<file path="src/rtl/regfile_bypass.sv">
// Architectural register file: two combinational read ports, one write port, r0 hard-wired to zero.
// Latency: reads are combinational; writes commit on the rising clock edge, status outputs follow one cycle later.
// No backpressure: every write is accepted. Optional write-through forwarding is enabled by REGFILE_BYPASS_EN.
module regfile_bypass #(
    parameter int DATA_WIDTH = 32,
    parameter int ADDR_WIDTH = 5,
    parameter int STATUS_REG = 30
) (
    input  logic                  clock,
    input  logic                  ctrl_reset_n,
    input  logic                  ctrl_writeEnable,
    input  logic [ADDR_WIDTH-1:0] ctrl_writeReg,
    input  logic [DATA_WIDTH-1:0] data_writeReg,
    input  logic [ADDR_WIDTH-1:0] ctrl_readRegA,
    input  logic [ADDR_WIDTH-1:0] ctrl_readRegB,
    input  logic                  ctrl_statusClear,
    output logic [DATA_WIDTH-1:0] data_readRegA,
    output logic [DATA_WIDTH-1:0] data_readRegB,
    output logic [DATA_WIDTH-1:0] data_status,
    output logic                  status_event,
    output logic                  status_sticky
);

    localparam int                    DEPTH      = 2 ** ADDR_WIDTH;
    localparam logic [ADDR_WIDTH-1:0] STATUS_IDX = ADDR_WIDTH'(STATUS_REG);

    logic [DATA_WIDTH-1:0] r_regs [DEPTH];
    logic                  r_status_event;
    logic                  r_status_sticky;

    logic                  w_wr_vld;
    logic                  w_status_wr;

    // Index 0 is architecturally zero, so writes to it are dropped here.
    assign w_wr_vld    = ctrl_writeEnable && (ctrl_writeReg != '0);
    assign w_status_wr = ctrl_writeEnable && (ctrl_writeReg == STATUS_IDX);

    // Register storage: asynchronous clear of every entry, single write port.
    always_ff @(posedge clock or negedge ctrl_reset_n) begin
        if (!ctrl_reset_n) begin
            for (int i = 0; i < DEPTH; i++) begin
                r_regs[i] <= '0;
            end
        end else if (w_wr_vld) begin
            r_regs[ctrl_writeReg] <= data_writeReg;
        end
    end

    // Status tracking: one-cycle event pulse; sticky flag where a new write beats a clear.
    always_ff @(posedge clock or negedge ctrl_reset_n) begin
        if (!ctrl_reset_n) begin
            r_status_event  <= 1'b0;
            r_status_sticky <= 1'b0;
        end else begin
            r_status_event <= w_status_wr;
            if (w_status_wr) begin
                r_status_sticky <= 1'b1;
            end else if (ctrl_statusClear) begin
                r_status_sticky <= 1'b0;
            end
        end
    end

    // Read ports: stored value with r0 forced to zero, optionally forwarding the in-flight write.
    always_comb begin
        data_readRegA = (ctrl_readRegA == '0) ? '0 : r_regs[ctrl_readRegA];
        data_readRegB = (ctrl_readRegB == '0) ? '0 : r_regs[ctrl_readRegB];
`ifdef REGFILE_BYPASS_EN
        // Forwarding is gated by reset so nothing leaks out while the file is being cleared.
        if (ctrl_reset_n && w_wr_vld && (ctrl_readRegA == ctrl_writeReg)) begin
            data_readRegA = data_writeReg;
        end
        if (ctrl_reset_n && w_wr_vld && (ctrl_readRegB == ctrl_writeReg)) begin
            data_readRegB = data_writeReg;
        end
`endif
    end

    // Status outputs always show committed state, never the in-flight write.
    assign data_status   = r_regs[STATUS_IDX];
    assign status_event  = r_status_event;
    assign status_sticky = r_status_sticky;

endmodule
</file>
<file path="config.mk">
export PLATFORM = sky130hd
export DESIGN_NAME = regfile_bypass
export DESIGN_NICKNAME = d
export VERILOG_FILES = /design/src/rtl/regfile_bypass.sv
export SDC_FILE = /design/constraint.sdc
export NUM_CORES = 2
export LEC_CHECK = 0
export BUFFER_PORTS_ARGS = -buffer_cell sky130_fd_sc_hd__clkbuf_2
export CELL_PAD_IN_SITES_DETAIL_PLACEMENT = 2
export CELL_PAD_IN_SITES_GLOBAL_PLACEMENT = 2
export CORE_AREA = 2 2 462 464
export CTS_BUF_LIST = sky130_fd_sc_hd__clkbuf_2 sky130_fd_sc_hd__clkbuf_4 sky130_fd_sc_hd__clkbuf_8
export DETAILED_ROUTE_END_ITERATION = 10
export DIE_AREA = 0 0 464 466
export MAX_ROUTING_LAYER = met4
export PLACE_DENSITY = 0.59
export SETUP_SLACK_MARGIN = 0.3
export SLEW_MARGIN = 20
export SYNTH_ARGS = -nofsm -noshare
export SYNTH_HDL_FRONTEND = slang
export SYNTH_SLANG_ARGS = --single-unit
</file>
<file path="constraint.sdc">
create_clock -name clock -period 3.2 [get_ports clock]
set_input_delay 0.16 -clock clock [delete_from_list [all_inputs] [get_ports clock]]
set_output_delay 0.16 -clock clock [all_outputs]
set_load 0.01 [all_outputs]
</file>
==> out/results.md <==
- **proportion of netlist area held by the largest area contributor** 0.471
- **type of element launching the critical path** flop
- **reg2reg start** status_sticky$_DFFE_PN0P_
- **fraction of synthesis flops using an asynchronous set or reset pin** 1.00
- **routed vias** 36400
- **CTS H-tree depth** 4
- **crit path buf inv count** 2
- **power density cells** 603 nW/µm²
- **critical path endpoint category** primary output
- **flops & latches, synth** 1026
- **half-perimeter wire length after placement** 144000 µm
- **crit path max fanout** 3
- **crit path max-delay cell type** sky130_fd_sc_hd__mux4_2
- **class of the tightest hold or removal check** in -> reg
- **most common flop cell mapped by yosys** sky130_fd_sc_hd__dfrtp_1
- **data arrival time of the worst path** 2.78 ns
- **capture point of the critical path** data_readRegA[11]
- **CTS sink count** 1026
- **cts bufs inserted** 176
- **fraction of the yosys area taken by sequential cells** 0.471
- **required time of the critical path** 3.04 ns
- **top post-synthesis cells by area** sky130_fd_sc_hd__dfrtp_1 47%, sky130_fd_sc_hd__mux2_2 21%, sky130_fd_sc_hd__mux4_2 18%, sky130_fd_sc_hd__mux2i_1 2.3%, sky130_fd_sc_hd__clkbuf_1 1.6%
- **number of routed nets with antenna violations** 0
- **Yosys warning count** 0
- **WHS Path Cells** 2
- **shortest clock period the worst path allows after layout** 2.94 ns
- **total nets after synthesis** 3707
- **post-route design area** 65400 µm²
- **last weighted congestion value of the routability-driven placer** 0.802
- **deepest clock path buffer count** 3
- **number of endpoints failing setup at the final stage** 0
- **type of the worst setup path** reg -> out
- **post-synthesis to final-layout area growth** 19.9%
- **detail-routed net length per standard cell** 32.9 µm
- **synthesized area divided by synthesized cell count** 14.9 µm²
- **vertical die dimension** 466 µm
- **antenna violations before repair** 8
- **area used by multi-input combinational logic** 28100 µm²
- **FF+latch area** 25700 µm²
- **maximum clock rate** 0.340 GHz
- **most numerous cell in the Yosys netlist** sky130_fd_sc_hd__mux2_2
- **Setup Slack @ Placement** -0.0654 ns
- **starting density of the core** 0.258
- **uppermost signal routing layer after detailed routing** met4
- **clock transition at the registers of the reported paths** 0.06 ns
- **number of flops mapped to enable cells by yosys** 0
- **worst slew slack as a fraction of its limit** 0.282
- **depth of the worst register-to-register path** 3
- **global-route wire length before repair** 321000 µm
- **number of hold violations in the final report** 0
- **instance area after placement** 59800 µm²
- **clock tree from TritonCTS** yes
- **final worst-path setup slack** 0.256 ns
- **overall overflow remaining after global route** 0
- **met2 wirelength from detailed routing** 110000 µm
- **final critical-path share of the clock period** 0.920
- **fraction of layout instances using a drive strength above 1** 0.616
- **maximum single-stage delay on the critical path** 0.49 ns
- **ratio of routed vias to standard cells** 5.35
- **result of the run** complete, no violations
- **nets** 3902
- **leakage power** 0.0276 µW
- **number of cell rows** 169
- **launching instance or port of the critical path** r_regs[587]$_DFFE_PN0P_
- **I/O Buffers** 148
- **number of detailed-routing iterations run before antenna repair** 7
- **post-synthesis cell type count** 34
- **CTS root buf** sky130_fd_sc_hd__clkbuf_8
- **WL met1** 96200 µm
- **cell type with the largest total area after synthesis** sky130_fd_sc_hd__dfrtp_1
- **R2R Setup Slk** 2.00 ns
- **Worst Skew** 0 ns
- **met3 wirelength from detailed routing** 9430 µm
- **total routing resource utilization after global routing** 0.213
- **Post-Synthesis Cell Area** 54600 µm²
- **destination of the worst register-to-register timing path** status_sticky$_DFFE_PN0P_
- **overall die width** 464 µm
- **IR drop worst, VDD** 0.491 mV
- **ordered cell list for the critical path** mux4_2, mux2_4, o21ai_4, a311oi_2, buf_4, buf_6
- **largest net degree at the start of global routing** 127
- **leading cell types by count after synthesis** 1035 x sky130_fd_sc_hd__mux2_2, 1026 x sky130_fd_sc_hd__dfrtp_1, 448 x sky130_fd_sc_hd__mux4_2
- **number of maximum-capacitance violations** 0
- **RSZ-0062 raised after global routing** yes
- **Crit path depth** 6
- **kind of cell adding the most delay to the critical path** multiplexers
- **later-pin clock latency in the skew report** 0.94 ns
- **DR iter-0 viols** 2319
- **DR DRC count** 0
- **via count of the first global-routing pass** 40100
- **synthesized instance count** 3656
- **Worst Tran Pin Value** 1.08 ns
- **number of top-level pins** 149
- **overall routed net length** 224000 µm
- **core area** 211000 µm²
- **total count of max-transition violations in the final report** 0
- **number of filler instances in the final layout** 21500
- **Die Footprint** 216000 µm²
## worst min-delay path by stage
stage	start	end	slack, ns
2_1_floorplan	ctrl_reset_n	data_status[0]$_DFFE_PN0P_	-0.14
3_3_place_gp	ctrl_reset_n	r_regs[585]$_DFFE_PN0P_	0.17
3_5_place_dp	ctrl_reset_n	r_regs[585]$_DFFE_PN0P_	0.17
4_1_cts	data_writeReg[4]	r_regs[836]$_DFFE_PN0P_	0.003
5_1_grt	data_writeReg[8]	r_regs[72]$_DFFE_PN0P_	0.08
6_report	data_writeReg[5]	r_regs[741]$_DFFE_PN0P_	0.06
## logic make-up after synthesis
kind of cell,share of synthesized area
simple gates,0.0161
flops,0.471
mux,0.426
buf+inv,0.0386
compound gates,0.0484
## state kept, by name, indices dropped and copies added, names as in the netlist
name	cells
status_event	1
status_sticky	1
r_regs	992
data_status	32
## where the power goes
group          internal (µW)  total (µW)  switching [µW]
Clock                   7040       12900            5890
Sequential             15500       17500            2010
Combinational           5060        9010            3950
## repair_timing
action	4_1_cts	5_1_grt
resized for setup	238	79
pin swaps	33	24
hold endpoints to repair	1526	0
hold buffers	40	0
buffers inserted	19	9
endpoints found under the setup margin	62	47
## cells in the final DEF (no fill, tap or decap), types with 17 or more instances in the layout
cell type	count
sky130_fd_sc_hd__dfrtp_1	1014
sky130_fd_sc_hd__o21ai_0	39
sky130_fd_sc_hd__a22oi_1	37
sky130_fd_sc_hd__a22oi_2	27
sky130_fd_sc_hd__a221oi_1	33
sky130_fd_sc_hd__clkbuf_8	225
sky130_fd_sc_hd__mux2i_1	128
sky130_fd_sc_hd__dlygate4sd3_1	39
sky130_fd_sc_hd__a211oi_1	21
sky130_fd_sc_hd__a311oi_2	26
sky130_fd_sc_hd__mux2_4	17
sky130_fd_sc_hd__buf_4	228
sky130_fd_sc_hd__nor2b_1	63
sky130_fd_sc_hd__o21ai_2	30
sky130_fd_sc_hd__mux4_2	448
sky130_fd_sc_hd__clkbuf_4	57
sky130_fd_sc_hd__mux2_1	21
sky130_fd_sc_hd__buf_12	65
sky130_fd_sc_hd__a211oi_2	41
sky130_fd_sc_hd__mux2_2	1018
sky130_fd_sc_hd__a311oi_1	31
sky130_fd_sc_hd__clkbuf_2	122
sky130_fd_sc_hd__nand2_1	39
sky130_fd_sc_hd__o21ai_1	35
## per-layer routing
layer,vias to the layer above,global-route usage
met3,417,0.0302
met4,0,0.0806
met1,20400,0.271
met5,-,-
li1,14600,-
met2,987,0.344
## stage by stage
step / utilization / TNS, ns / std cells / hold slack, ns / power (µW)
detailed placement: 0.283 / -0.0654 / 6426 / 0.175 / 26000
global placement: 0.283 / -0.0715 / 6426 / 0.174 / 25600
global route: 0.310 / 0 / 6800 / 0.0785 / 41200
finish: 0.310 / 0 / 6801 / 0.0628 / 39400
floorplan: - / 0 / 3656 / -0.136 / 22600
CTS: 0.308 / 0 / 6790 / 0.00310 / 39600
## cell type report
cell class | count | share of cell area
timing repair buffer | 478 | 0.0664
clock buffer | 272 | 0.0519
tap | 2821 | 0.0540
multi-input combinational | 2166 | 0.430
sequential | 1026 | 0.393
clock inverter | 33 | 0.00471
inverter | 3 | 0.000249
antenna | 2 | 0.0000765
(Power assumes the default switching activity.)
